### src/rtl/date_edit_pkg.sv
// Shared types, screen addresses, reset date and BCD wrap helpers for the date editor.
package date_edit_pkg;

   localparam int unsigned DATE_W = 8;
   localparam int unsigned ADDR_W = 4;

   typedef enum logic [1:0] {IDLE, LOAD, EDIT, COMMIT} state_t;

   localparam logic [ADDR_W-1:0] ADDR_NONE  = 4'd0;
   localparam logic [ADDR_W-1:0] ADDR_DAY   = 4'd3;
   localparam logic [ADDR_W-1:0] ADDR_MONTH = 4'd4;
   localparam logic [ADDR_W-1:0] ADDR_YEAR  = 4'd5;

   localparam logic [DATE_W-1:0] RST_DAY   = 8'h01;
   localparam logic [DATE_W-1:0] RST_MONTH = 8'h01;
   localparam logic [DATE_W-1:0] RST_YEAR  = 8'h00;

   // Values at or above max (including out-of-range loads) wrap to min.
   function automatic logic [DATE_W-1:0] bcd_inc_wrap(input logic [DATE_W-1:0] v,
                                                       input logic [DATE_W-1:0] min_v,
                                                       input logic [DATE_W-1:0] max_v);
      logic [DATE_W-1:0] r;
      if (v >= max_v)
         r = min_v;
      else if (v[3:0] >= 4'd9)
         r = {v[7:4] + 4'd1, 4'd0};
      else
         r = {v[7:4], v[3:0] + 4'd1};
      return r;
   endfunction

   // Values at or below min, or above max, wrap to max.
   function automatic logic [DATE_W-1:0] bcd_dec_wrap(input logic [DATE_W-1:0] v,
                                                       input logic [DATE_W-1:0] min_v,
                                                       input logic [DATE_W-1:0] max_v);
      logic [DATE_W-1:0] r;
      if (v <= min_v || v > max_v)
         r = max_v;
      else if (v[3:0] == 4'd0)
         r = {v[7:4] - 4'd1, 4'd9};
      else
         r = {v[7:4], v[3:0] - 4'd1};
      return r;
   endfunction

endpackage

### src/rtl/date_edit_ctrl_if.sv
// Overlay/RTC-side signal bundle of the date editor.
interface date_edit_ctrl_if;
   import date_edit_pkg::*;

   logic              programar_on;
   logic              btn_up;
   logic              btn_down;
   logic              btn_left;
   logic              btn_right;
   logic [DATE_W-1:0] date_day_in;
   logic [DATE_W-1:0] date_month_in;
   logic [DATE_W-1:0] date_year_in;
   logic              write_ack;
   logic [DATE_W-1:0] fecha_day;
   logic [DATE_W-1:0] fecha_month;
   logic [DATE_W-1:0] fecha_year;
   logic [ADDR_W-1:0] direccion_actual_pantalla;
   logic              write_req;
   logic              commit_err;

   modport master (
      output programar_on, btn_up, btn_down, btn_left, btn_right,
             date_day_in, date_month_in, date_year_in, write_ack,
      input  fecha_day, fecha_month, fecha_year, direccion_actual_pantalla,
             write_req, commit_err
   );

   modport slave (
      input  programar_on, btn_up, btn_down, btn_left, btn_right,
             date_day_in, date_month_in, date_year_in, write_ack,
      output fecha_day, fecha_month, fecha_year, direccion_actual_pantalla,
             write_req, commit_err
   );
endinterface

### src/rtl/bcd_max_day.sv
// Days in a BCD month for a BCD year in 2000-2099 (leap every 4 years).
module bcd_max_day
   import date_edit_pkg::*;
(
   input  logic [DATE_W-1:0] month,
   input  logic [DATE_W-1:0] year,
   output logic [DATE_W-1:0] max_day_c
);

   logic [3:0] tens;
   logic [3:0] ones;
   logic       leap;

   assign tens = year[7:4];
   assign ones = year[3:0];

   // Divisible by 4 in BCD: even tens with ones 0/4/8, odd tens with ones 2/6.
   assign leap = (tens <= 4'd9) &&
                 ((!tens[0] && (ones == 4'd0 || ones == 4'd4 || ones == 4'd8)) ||
                  ( tens[0] && (ones == 4'd2 || ones == 4'd6)));

   always_comb begin
      max_day_c = 8'h31;
      case (month)
         8'h04, 8'h06, 8'h09, 8'h11: max_day_c = 8'h30;
         8'h02:                      max_day_c = leap ? 8'h29 : 8'h28;
         default:                    max_day_c = 8'h31;
      endcase
   end

endmodule

### src/rtl/date_edit_ctrl.sv
// Programming-mode date editor: captures RTC date, edits fields with BCD wrap, commits via req/ack.
module date_edit_ctrl
   import date_edit_pkg::*;
#(
   parameter int unsigned ACK_TIMEOUT = 1023,
   parameter int unsigned TO_W        = 10
) (
   input logic             clk,
   input logic             reset,
   date_edit_ctrl_if.slave bus
);

   state_t            state_q;
   logic [DATE_W-1:0] day_q, month_q, year_q;
   logic [ADDR_W-1:0] addr_q;
   logic              write_req_q;
   logic              commit_err_q;
   logic [TO_W-1:0]   cnt_q;

   // Sampled inputs and previous samples: {up, down, left, right}.
   logic [3:0] btn_q, btn_p;
   logic       prog_q, prog_p;

   logic up_ev, down_ev, left_ev, right_ev, prog_rise, prog_fall;
   logic inc, dec, go_next, go_prev;

   logic [DATE_W-1:0] nxt_day, nxt_month, nxt_year, max_day;
   logic [ADDR_W-1:0] nxt_addr;
   logic              my_changed;

   always_ff @(posedge clk) begin
      if (reset) begin
         btn_q  <= '0;
         btn_p  <= '0;
         prog_q <= 1'b0;
         prog_p <= 1'b0;
      end else begin
         btn_q  <= {bus.btn_up, bus.btn_down, bus.btn_left, bus.btn_right};
         btn_p  <= btn_q;
         prog_q <= bus.programar_on;
         prog_p <= prog_q;
      end
   end

   assign up_ev     = btn_q[3] & ~btn_p[3];
   assign down_ev   = btn_q[2] & ~btn_p[2];
   assign left_ev   = btn_q[1] & ~btn_p[1];
   assign right_ev  = btn_q[0] & ~btn_p[0];
   assign prog_rise = prog_q & ~prog_p;
   assign prog_fall = ~prog_q & prog_p;

   // Simultaneous opposing events cancel.
   assign inc     = up_ev & ~down_ev;
   assign dec     = down_ev & ~up_ev;
   assign go_next = right_ev & ~left_ev;
   assign go_prev = left_ev & ~right_ev;

   // Month/year edits and cursor movement; cursor acts after the value on the old field.
   always_comb begin
      nxt_month  = month_q;
      nxt_year   = year_q;
      nxt_addr   = addr_q;
      my_changed = 1'b0;
      if (addr_q == ADDR_MONTH && (inc || dec)) begin
         nxt_month  = inc ? bcd_inc_wrap(month_q, 8'h01, 8'h12)
                          : bcd_dec_wrap(month_q, 8'h01, 8'h12);
         my_changed = 1'b1;
      end
      if (addr_q == ADDR_YEAR && (inc || dec)) begin
         nxt_year   = inc ? bcd_inc_wrap(year_q, 8'h00, 8'h99)
                          : bcd_dec_wrap(year_q, 8'h00, 8'h99);
         my_changed = 1'b1;
      end
      if (go_next) begin
         case (addr_q)
            ADDR_DAY:   nxt_addr = ADDR_MONTH;
            ADDR_MONTH: nxt_addr = ADDR_YEAR;
            default:    nxt_addr = ADDR_DAY;
         endcase
      end else if (go_prev) begin
         case (addr_q)
            ADDR_DAY:  nxt_addr = ADDR_YEAR;
            ADDR_YEAR: nxt_addr = ADDR_MONTH;
            default:   nxt_addr = ADDR_DAY;
         endcase
      end
   end

   bcd_max_day u_max_day (
      .month     (nxt_month),
      .year      (nxt_year),
      .max_day_c (max_day)
   );

   // Day edit against the (unchanged) month, or clamp after a month/year change.
   always_comb begin
      nxt_day = day_q;
      if (addr_q == ADDR_DAY && inc)
         nxt_day = bcd_inc_wrap(day_q, 8'h01, max_day);
      else if (addr_q == ADDR_DAY && dec)
         nxt_day = bcd_dec_wrap(day_q, 8'h01, max_day);
      else if (my_changed && day_q > max_day)
         nxt_day = max_day;
   end

   always_ff @(posedge clk) begin
      if (reset) begin
         state_q      <= IDLE;
         day_q        <= RST_DAY;
         month_q      <= RST_MONTH;
         year_q       <= RST_YEAR;
         addr_q       <= ADDR_NONE;
         write_req_q  <= 1'b0;
         commit_err_q <= 1'b0;
         cnt_q        <= '0;
      end else begin
         commit_err_q <= 1'b0;
         case (state_q)
            IDLE: begin
               day_q       <= bus.date_day_in;
               month_q     <= bus.date_month_in;
               year_q      <= bus.date_year_in;
               addr_q      <= ADDR_NONE;
               write_req_q <= 1'b0;
               if (prog_rise) begin
                  addr_q  <= ADDR_DAY;
                  state_q <= LOAD;
               end
            end
            LOAD: begin
               day_q   <= bus.date_day_in;
               month_q <= bus.date_month_in;
               year_q  <= bus.date_year_in;
               if (prog_fall) begin
                  addr_q      <= ADDR_NONE;
                  write_req_q <= 1'b1;
                  cnt_q       <= '0;
                  state_q     <= COMMIT;
               end else begin
                  addr_q  <= ADDR_DAY;
                  state_q <= EDIT;
               end
            end
            EDIT: begin
               if (prog_fall) begin
                  addr_q      <= ADDR_NONE;
                  write_req_q <= 1'b1;
                  cnt_q       <= '0;
                  state_q     <= COMMIT;
               end else begin
                  day_q   <= nxt_day;
                  month_q <= nxt_month;
                  year_q  <= nxt_year;
                  addr_q  <= nxt_addr;
               end
            end
            COMMIT: begin
               cnt_q <= cnt_q + TO_W'(1);
               if (bus.write_ack) begin
                  write_req_q <= 1'b0;
                  state_q     <= IDLE;
               end else if (cnt_q == TO_W'(ACK_TIMEOUT)) begin
                  write_req_q  <= 1'b0;
                  commit_err_q <= 1'b1;
                  state_q      <= IDLE;
               end
            end
            default: state_q <= IDLE;
         endcase
      end
   end

   assign bus.fecha_day                 = day_q;
   assign bus.fecha_month               = month_q;
   assign bus.fecha_year                = year_q;
   assign bus.direccion_actual_pantalla = addr_q;
   assign bus.write_req                 = write_req_q;
   assign bus.commit_err                = commit_err_q;

endmodule

### src/flat_wrapper.sv
// flat-port wrapper written by rule: the top's interface ports become plain ports
module date_edit_ctrl_flat import date_edit_pkg::*;
#(
   parameter int unsigned ACK_TIMEOUT = 1023,
   parameter int unsigned TO_W        = 10
)
  (clk, reset, bus_programar_on, bus_btn_up, bus_btn_down, bus_btn_left, bus_btn_right, bus_date_day_in, bus_date_month_in, bus_date_year_in, bus_write_ack, bus_fecha_day, bus_fecha_month, bus_fecha_year, bus_direccion_actual_pantalla, bus_write_req, bus_commit_err);
  date_edit_ctrl_if bus_i ();
  input logic clk;
  input logic reset;
  input wire logic [$bits(bus_i.programar_on)-1:0] bus_programar_on;
  input wire logic [$bits(bus_i.btn_up)-1:0] bus_btn_up;
  input wire logic [$bits(bus_i.btn_down)-1:0] bus_btn_down;
  input wire logic [$bits(bus_i.btn_left)-1:0] bus_btn_left;
  input wire logic [$bits(bus_i.btn_right)-1:0] bus_btn_right;
  input wire logic [$bits(bus_i.date_day_in)-1:0] bus_date_day_in;
  input wire logic [$bits(bus_i.date_month_in)-1:0] bus_date_month_in;
  input wire logic [$bits(bus_i.date_year_in)-1:0] bus_date_year_in;
  input wire logic [$bits(bus_i.write_ack)-1:0] bus_write_ack;
  output wire logic [$bits(bus_i.fecha_day)-1:0] bus_fecha_day;
  output wire logic [$bits(bus_i.fecha_month)-1:0] bus_fecha_month;
  output wire logic [$bits(bus_i.fecha_year)-1:0] bus_fecha_year;
  output wire logic [$bits(bus_i.direccion_actual_pantalla)-1:0] bus_direccion_actual_pantalla;
  output wire logic [$bits(bus_i.write_req)-1:0] bus_write_req;
  output wire logic [$bits(bus_i.commit_err)-1:0] bus_commit_err;
  assign bus_i.programar_on = bus_programar_on;
  assign bus_i.btn_up = bus_btn_up;
  assign bus_i.btn_down = bus_btn_down;
  assign bus_i.btn_left = bus_btn_left;
  assign bus_i.btn_right = bus_btn_right;
  assign bus_i.date_day_in = bus_date_day_in;
  assign bus_i.date_month_in = bus_date_month_in;
  assign bus_i.date_year_in = bus_date_year_in;
  assign bus_i.write_ack = bus_write_ack;
  assign bus_fecha_day = bus_i.fecha_day;
  assign bus_fecha_month = bus_i.fecha_month;
  assign bus_fecha_year = bus_i.fecha_year;
  assign bus_direccion_actual_pantalla = bus_i.direccion_actual_pantalla;
  assign bus_write_req = bus_i.write_req;
  assign bus_commit_err = bus_i.commit_err;
  date_edit_ctrl #(.ACK_TIMEOUT(ACK_TIMEOUT), .TO_W(TO_W)) u_core (.clk(clk), .reset(reset), .bus(bus_i));
endmodule
### config.mk
export PLATFORM = sky130hd
export DESIGN_NAME = date_edit_ctrl_flat
export DESIGN_NICKNAME = d
export VERILOG_FILES = /design/src/rtl/date_edit_pkg.sv /design/src/rtl/date_edit_ctrl_if.sv /design/src/rtl/bcd_max_day.sv /design/src/rtl/date_edit_ctrl.sv /design/src/flat_wrapper.sv
export SDC_FILE = /design/constraint.sdc
export NUM_CORES = 1
export LEC_CHECK = 0
export CAP_MARGIN = 20
export CORE_MARGIN = 1.5
export CORE_UTILIZATION = 39
export CTS_BUF_LIST = sky130_fd_sc_hd__clkbuf_4 sky130_fd_sc_hd__clkbuf_8 sky130_fd_sc_hd__clkbuf_16
export CTS_CLUSTER_DIAMETER = 40
export DETAILED_ROUTE_END_ITERATION = 10
export PLACE_DENSITY = 0.61
export SLEW_MARGIN = 20
export SYNTH_ARGS = -nofsm -noshare
export SYNTH_HDL_FRONTEND = slang
export SYNTH_SLANG_ARGS = --single-unit
### constraint.sdc
create_clock -name clk -period 10.6 [get_ports clk]
set_input_delay 1.06 -clock clk [delete_from_list [all_inputs] [get_ports clk]]
set_output_delay 1.06 -clock clk [all_outputs]
set_load 0.005 [all_outputs]
Yosys cells after proc, flatten, opt, wreduce, memory -nomap -nowiden
Index checks and enable logic that the tools add are counted.

Bits in registers: 52. RAM bits: 0. Input port bits: 32. Latch bits: 0. Memories: 0. Output and inout bits: 30. ROM bits: 0.

Add/subtract/negate cells: 13. Multiply operators: 0. Order comparisons: 13. Shift operators: 0. Equal/unequal tests: 25. Reduce and logical (&&, ||, !) cells: 36. Muxes and demuxes: 50. Bitwise logic cells: 21. Div/mod/pow operators: 0.

Operators by type and width (count): 8-bit 2-to-1 mux (22); 8-bit case mux with 2 select lines (3); 4-bit by 1-bit adder with 4-bit output (second input constant) (6); 8-bit by 1-bit less-or-equal comparator with 1-bit output (second input constant) (3); 4-bit by 1-bit subtractor with 4-bit output (second input constant) (6); 10-bit case mux with 2 select lines (1); 4-bit by 3-bit == test with 1-bit output (second input constant) (4); 8-bit by 3-bit == test with 1-bit output (second input constant) (2); 4-bit logical NOT (4); 4-bit >= comparator (second input constant) (3); 2-bit 2-to-1 mux (6); 4-bit 2-to-1 mux (3); 3-bit case mux with 2 select lines (2); 4-bit case mux with 3 select lines (1); 1-bit NOT (11); 10-bit by 1-bit adder with 10-bit output (second input constant) (1); 1-bit AND (10); 10-bit == test (second input constant) (1); 10-bit 2-to-1 mux (1); 5-bit case mux with 2 select lines (1); 4-bit by 2-bit == test with 1-bit output (second input constant) (2); 8-bit by 2-bit == test with 1-bit output (second input constant) (1); 8-bit by 4-bit == test with 1-bit output (second input constant) (1); 8-bit by 5-bit == test with 1-bit output (second input constant) (1); 31 further kinds (62).

Longest topological paths before layout
Depth after elaboration: 22. Gate-level depth with buffers: 22.

Cells and area by module
From an unflattened synthesis, not the netlist that was laid out.

Cell total of the unflattened synthesis: 577. Area, all modules: 4444.3 um^2.

By module, submodules not included: date_edit_ctrl (area an instance 4306.6 um^2, seq. area each 1021.0 um^2, cells an instance 555, instances 1); bcd_max_day (area an instance 137.6 um^2, seq. area each 0.0 um^2, cells an instance 22, instances 1).

Worst setup path before layout
OpenSTA, ideal clock, no wires.

Kind: reg-to-reg. Start point: reg u_core.year_q[0] (netlist: u_core.bus.fecha_year[0]). End point: reg u_core.day_q[0] (netlist: u_core.bus.fecha_day[0]). Arrival: 4.730 ns. Setup slack: 5.751 ns. Stages on the path, launching flop included: 22. Period minus slack after synthesis: 4.849 ns. Data required time: 10.480 ns. Cells stage by stage: dfxtp_1 > clkbuf_1 > inv_1 > ha_1 > or3b_4 > a211o_1 > or4_4 > o221ai_2 > a21boi_2 > mux2i_1 > or4b_4 > nand3b_2 > ha_1 > inv_1 > a2111o_1 > a211oi_1 > o211ai_1 > o21bai_1 > o2bb2ai_1 > a2111oi_0 > a21oi_1 > o31a_1.

Longest elaborated chain between the ends: 20. Elaborated cells between the ends (all ways): 43. Classes of those cells: add/sub: 2; order compare: 7; eq/ne: 5; mux: 15; reduce/logical: 14.

Ends and longest elaborated chain: from (decl) (RTL line date_edit_ctrl.sv:14) `logic [DATE_W-1:0] day_q, month_q, year_q;`; from (signal assigned) (RTL line date_edit_ctrl.sv:122) `year_q <= bus.date_year_in;`; from (signal assigned) (RTL line date_edit_ctrl.sv:133) `year_q <= bus.date_year_in;`; from (signal assigned) (RTL line date_edit_ctrl.sv:153) `year_q <= nxt_year;`; 8-bit by 1-bit less-or-equal comparator with 1-bit output, or another cell as far along (RTL line date_edit_pkg.sv:37) `if (v <= min_v || v > max_v)`; 1-bit logical OR, or another cell as far along (RTL line date_edit_pkg.sv:37); 8-bit 2-to-1 mux (on tied branches) (RTL line date_edit_pkg.sv:37, date_edit_pkg.sv:23); 8-bit 2-to-1 mux (RTL line date_edit_ctrl.sv:70) `nxt_year = inc ? bcd_inc_wrap(year_q, 8'h00, 8'h99)`; 8-bit 2-to-1 mux (*) (RTL line date_edit_ctrl.sv:69) `if (addr_q == ADDR_YEAR && (inc || dec)) begin`; 4-bit by 3-bit == test with 1-bit output or 4-bit logical NOT (tied branches) (RTL line bcd_max_day.sv:19) `((!tens[0] && (ones == 4'd0 || ones == 4'd4 || ones == 4'd8)) ||`; 1-bit logical OR (2 in a row) (RTL line bcd_max_day.sv:19); 1-bit logical AND (RTL line bcd_max_day.sv:19); (+3 left out); 5-bit case mux with 2 select lines (*) (RTL line bcd_max_day.sv:24) `case (month)`; 8-bit by 6-bit greater-than comparator with 1-bit output (RTL line date_edit_pkg.sv:37, date_edit_ctrl.sv:102); 1-bit logical OR (RTL line date_edit_pkg.sv:37); 8-bit 2-to-1 mux (RTL line date_edit_pkg.sv:37); 8-bit 2-to-1 mux (RTL line date_edit_ctrl.sv:100) `else if (addr_q == ADDR_DAY && dec)`; 8-bit 2-to-1 mux (RTL line date_edit_ctrl.sv:98) `if (addr_q == ADDR_DAY && inc)`; 8-bit 2-to-1 mux (RTL line date_edit_ctrl.sv:145) `if (prog_fall) begin`; 8-bit case mux with 2 select lines (RTL line date_edit_ctrl.sv:118) `case (state_q)`; to (signal assigned) (RTL line date_edit_ctrl.sv:120) `day_q <= bus.date_day_in;`; to (signal assigned) (RTL line date_edit_ctrl.sv:131) `day_q <= bus.date_day_in;`; to (signal assigned) (RTL line date_edit_ctrl.sv:151) `day_q <= nxt_day;`; to (decl) (RTL line date_edit_ctrl.sv:14).

Every way passes the cells marked *; elsewhere a longest branch is shown, timed or not. The select of a mux whose other input is x is not followed. A chain may end at the register's enable or synchronous reset.

Worst setup path after layout
Start point: reg u_core.btn_p[3]. End point: reg u_core.day_q[0] (netlist: u_core.bus.fecha_day[0]).

Longest elaborated chain between the ends: 22. Elaborated cells between the ends (all ways): 51. Classes of those cells: order compare: 3; eq/ne: 10; mux: 15; bitwise: 5; reduce/logical: 18.

Ends and longest elaborated chain: from (decl) (RTL line date_edit_ctrl.sv:21) `logic [3:0] btn_q, btn_p;`; from (signal assigned) (RTL line date_edit_ctrl.sv:39) `btn_p <= btn_q;`; 1-bit NOT (*) (RTL line date_edit_ctrl.sv:45) `assign up_ev = btn_q[3] & ~btn_p[3];`; 1-bit AND (*) (RTL line date_edit_ctrl.sv:45); 1-bit NOT (RTL line date_edit_ctrl.sv:54) `assign dec = down_ev & ~up_ev;`; 1-bit AND (RTL line date_edit_ctrl.sv:54); 1-bit logical OR (RTL line date_edit_ctrl.sv:64, date_edit_ctrl.sv:69); 1-bit logical AND (RTL line date_edit_ctrl.sv:69); 8-bit 2-to-1 mux (RTL line date_edit_ctrl.sv:69); 4-bit by 3-bit == test with 1-bit output or 4-bit logical NOT (tied branches) (RTL line bcd_max_day.sv:19); (+6 left out); 5-bit case mux with 2 select lines (RTL line bcd_max_day.sv:24); 8-bit by 6-bit greater-than comparator with 1-bit output (RTL line date_edit_pkg.sv:37, date_edit_ctrl.sv:102); 1-bit logical OR (RTL line date_edit_pkg.sv:37); 8-bit 2-to-1 mux (RTL line date_edit_pkg.sv:37); 8-bit 2-to-1 mux (RTL line date_edit_ctrl.sv:100); 8-bit 2-to-1 mux (RTL line date_edit_ctrl.sv:98); 8-bit 2-to-1 mux (RTL line date_edit_ctrl.sv:145); 8-bit case mux with 2 select lines (RTL line date_edit_ctrl.sv:118).

Marked as above.

==> impl_metrics.csv <==
group,metric,value,unit
sta,finClkSkew,0.00465,ns
yosys,synth_common_cells,"nor2_1, dfxtp_1, a21oi_1",
worst_setup_path,cp.arrival,5.95,ns
yosys,yosys-top-cells-area,"dfxtp_1, ha_1, nor2_1, a21oi_1, a211oi_1",
yosys,synth-seq-cells,51,
sta,finalCritPeriodShare,0.541,
yosys,synth_top_family_by_area,"simple AND/OR/NAND/NOR gates",
worst_setup_path,worstPathCellList,"nand2b_1 -> inv_1 -> ha_1 -> inv_1 -> a211o_1 -> or4_4 -> o221ai_2 -> a21boi_2 -> mux2i_1 -> or4b_4 -> nand3b_2 -> ha_1 -> inv_1 -> a2111o_1 -> a211oi_1 -> o211ai_1 -> o21bai_1 -> o2bb2ai_1 -> a2111oi_0 -> a21oi_1 -> o31a_1",
grt,grt_pass1_wl,18900,um
sta,period_minus_slack,5.73,ns
route,vias,4081,
placed_design,dp.final_hpwl,8160,um
sta,finalSetupViolations,0,
yosys,synth_edf_count,0,
placed_design,io_buffers,60,
route,via_per_inst,5.63,
outcome,outcome,"complete, no violations",
yosys,synth_ff_type,"dfxtp_1",
grt,grt_max_degree,48,
yosys,synth.area.mux_share,0.0198,
power,p_seq_frac,0.330,
layout,seq_area,1020,um^2
route,drt-pass1-iter-count,5,
power,intPower,0.517,mW
sta,max_freq,0.174,GHz
layout,area.growth.synth_to_final,18.4,%
layout,n_fill_cell,1047,
sta,drv_slew,0,
floorplan,initial_core_util,0.403,
route,wire_per_inst,15.6,um
grt,grt_pass1_vias,3885,
yosys,yosys.area_share.simple,0.297,
layout,multi_input_area,2910,um^2
power,p_clk_frac,0.133,
grt,track_usage,0.203,
route,drtIter0Drc,208,
clocking,cts-resized-gates,0,
power,p_sw,0.445,mW
clocking,clock_path_buffers,2,
worst_setup_path,path_buf_inv,3,
layout,num_antenna_cells,0,
worst_setup_path,required,10.82,ns
yosys,synth_top_area_cell,"dfxtp_1",
worst_setup_path,crit_type,"reg2reg",
floorplan,fp.dieW,106,um
sta,fin_tns_setup,0,ns
floorplan,row_count,37,
clocking,tritoncts,"yes",
floorplan,die-area,11300,um^2
grt,antenna_found_initial,0,
route,ant_nets,0,
worst_hold_path,hold_class,"reg2reg",
floorplan,coreArea,10300,um^2
clocking,hold_buffers,0,
yosys,synth_fa_ha_area_frac,0.0931,
yosys,ys_seq_area_frac,0.245,
worst_setup_path,path_delay_family,"compound AO/OA/AOI/OAI gates",
clocking,clk_pin_slew_worst_paths,0.11,ns
clocking,post_cts_buffers,0,
yosys,synth-xor-area-share,0.0210,
yosys,yosysWarnings,0,
yosys,synth_top_area_share,0.245,
power,p_leak,1.83,nW
yosys,yosysMostFrequentCell,"nor2_1",
worst_setup_path,slowest_delay,0.65,ns
route,drc_errors,0,
yosys,syn_nets,610,
power,comb_power_share,0.537,
route,drt-total-wl,11300,um
sta,final_hold_viol_count,0,
power,p_per_area,195,nW/um^2
floorplan,io_pins,62,
sta,max_slew_margin,0.456,
placed_design,gp_congestion,0.882,
power,switching_share,0.463,
yosys,netlist_area,4170,um^2
clocking,cts_root_buf,"clkbuf_8",
power,irDropWorstVdd,0.0000849,V
clocking,clock-sinks,51,
grt,grt_overflow,0,
worst_setup_path,cp_max_fo,20,
sta,rsz0062_at_grt,"false",
floorplan,die_h,106,um
yosys,syn_avg_cell_area,7.61,um^2
yosys,syn_inst,547,
yosys,postSynth.asyncResetShare,0,
worst_setup_path,cp_slowest_cell,"ha_1",
layout,final_core_util,0.478,
layout,drive_gt1_frac,0.0628,
worst_setup_path,cp_common_cell,"inv_1",
layout,fin_nets,651,
flow_run,cap_violations,0,
yosys,synth_compound_area_frac,0.265,
clocking,cts_max_level,2,
sta,worst_pin_slew,0.814,ns
clocking,clk_latency,0.32,ns
worst_setup_path,critPathLaunchType,"flop",
clocking,numCtsBuffers,5,
worst_setup_path,crit_path_end_kind,"flop",
yosys,yosys.cell_types.count,87,
per-stage QoR:
| stage | std cells | power (mW) | instance area, um^2 | setup slack [ns] | hold slack (ns) |
|---|---|---|---|---|---|
| floorplan | 547 | 0.661 | 4170 | 5.75 | 0.430 |
| global placement | 717 | 0.828 | 4840 | 5.21 | 0.447 |
| detailed placement | 717 | 0.834 | 4840 | 4.96 | 0.461 |
| CTS | 725 | 0.964 | 4930 | 4.90 | 0.479 |
| global route | 725 | 1.05 | 4930 | 4.43 | 0.499 |
| finish | 725 | 0.962 | 4930 | 4.87 | 0.476 |
kinds of logic after synthesis:
group	after synthesis
AO/OA/AOI/OAI	159
XOR/XNOR	10
adder cells (fa/ha/maj)	31
buffers and inverters	60
flip-flops	51
multiplexers	8
other	1
AND/OR/NAND/NOR	227
state kept, by name, summed over array words and instances (netlist names), 2 cells and up:
name,cells
u_core.btn_q,4
u_core.bus.direccion_actual_pantalla,3
u_core.cnt_q,10
u_core.bus.fecha_day,8
u_core.bus.fecha_month,8
u_core.state_q,2
u_core.bus.fecha_year,8
u_core.btn_p,4
worst register-to-register path, delay by kind of cell (launching register included):
family / cells / cell delay, ns
and+or+nand+nor: 4 / 1.21
DFF: 1 / 0.31
adders and majority gates: 2 / 0.80
buffers and inverters: 3 / 0.48
muxes: 1 / 0.08
AOI/OAI and AO/OA: 11 / 2.75
cell usage in the layout, fill, tap and decap left out, drive strengths merged, types with 5 or more instances in the layout:
cell / Yosys / routed
o221ai: 5 / 5
nand3: 13 / 13
nor3: 15 / 15
o211ai: 7 / 7
dfxtp: 51 / 51
nand2: 36 / 36
mux2i: 6 / 6
clkbuf: 22 / 5
a21oi: 42 / 42
ha: 31 / 31
xor2: 5 / 5
nand2b: 10 / 10
or3b: 5 / 5
o21a: 5 / 5
nor4b: 6 / 6
nand4: 6 / 6
and3: 6 / 6
a31oi: 5 / 5
nor2b: 21 / 21
or3: 8 / 8
clkdlybuf4s50: 0 / 60
nor2: 72 / 72
xnor2: 5 / 5
a211oi: 19 / 19
inv: 31 / 32
o21ai: 24 / 24
path summary, 6_finish.rpt:
path	start	end	slack, ns	cells after the start
hold / removal	u_core.btn_q[1]	u_core.btn_p[1]	0.48	1
setup / recovery	u_core.btn_p[3]	u_core.bus.fecha_day[0]	4.87	21
hold reg to reg	u_core.btn_q[1]	u_core.btn_p[1]	0.48	1
setup reg to reg	u_core.btn_p[3]	u_core.bus.fecha_day[0]	4.87	21
routing by layer:
metal  wire [um]  GRT usage  vias up  part of all wire
met1        5490      0.276     1889              0.49
li1            -          -     2085                 -
met5           0          0        -                 0
met3         473     0.0288        9             0.042
met4         127     0.0463        0             0.011
met2        5180      0.337       98              0.46
cell type report:
class | count | share of cell area
Multi-Input combinational cell | 436 | 0.589
Sequential cell | 51 | 0.207
Timing Repair Buffer | 63 | 0.126
Tap cell | 136 | 0.0345
Inverter | 31 | 0.0236
Clock buffer | 5 | 0.0139
Clock inverter | 3 | 0.00558
power groups by stage:
stage	Clock [mW]	Sequential, mW	Combinational [mW]
6_report	0.128	0.317	0.517
5_1_grt	0.139	0.328	0.578
3_5_place_dp	0	0.321	0.513
2_1_floorplan	0	0.278	0.383
4_1_cts	0.132	0.316	0.516
3_3_place_gp	0	0.319	0.509
(Power assumes the default switching activity.)
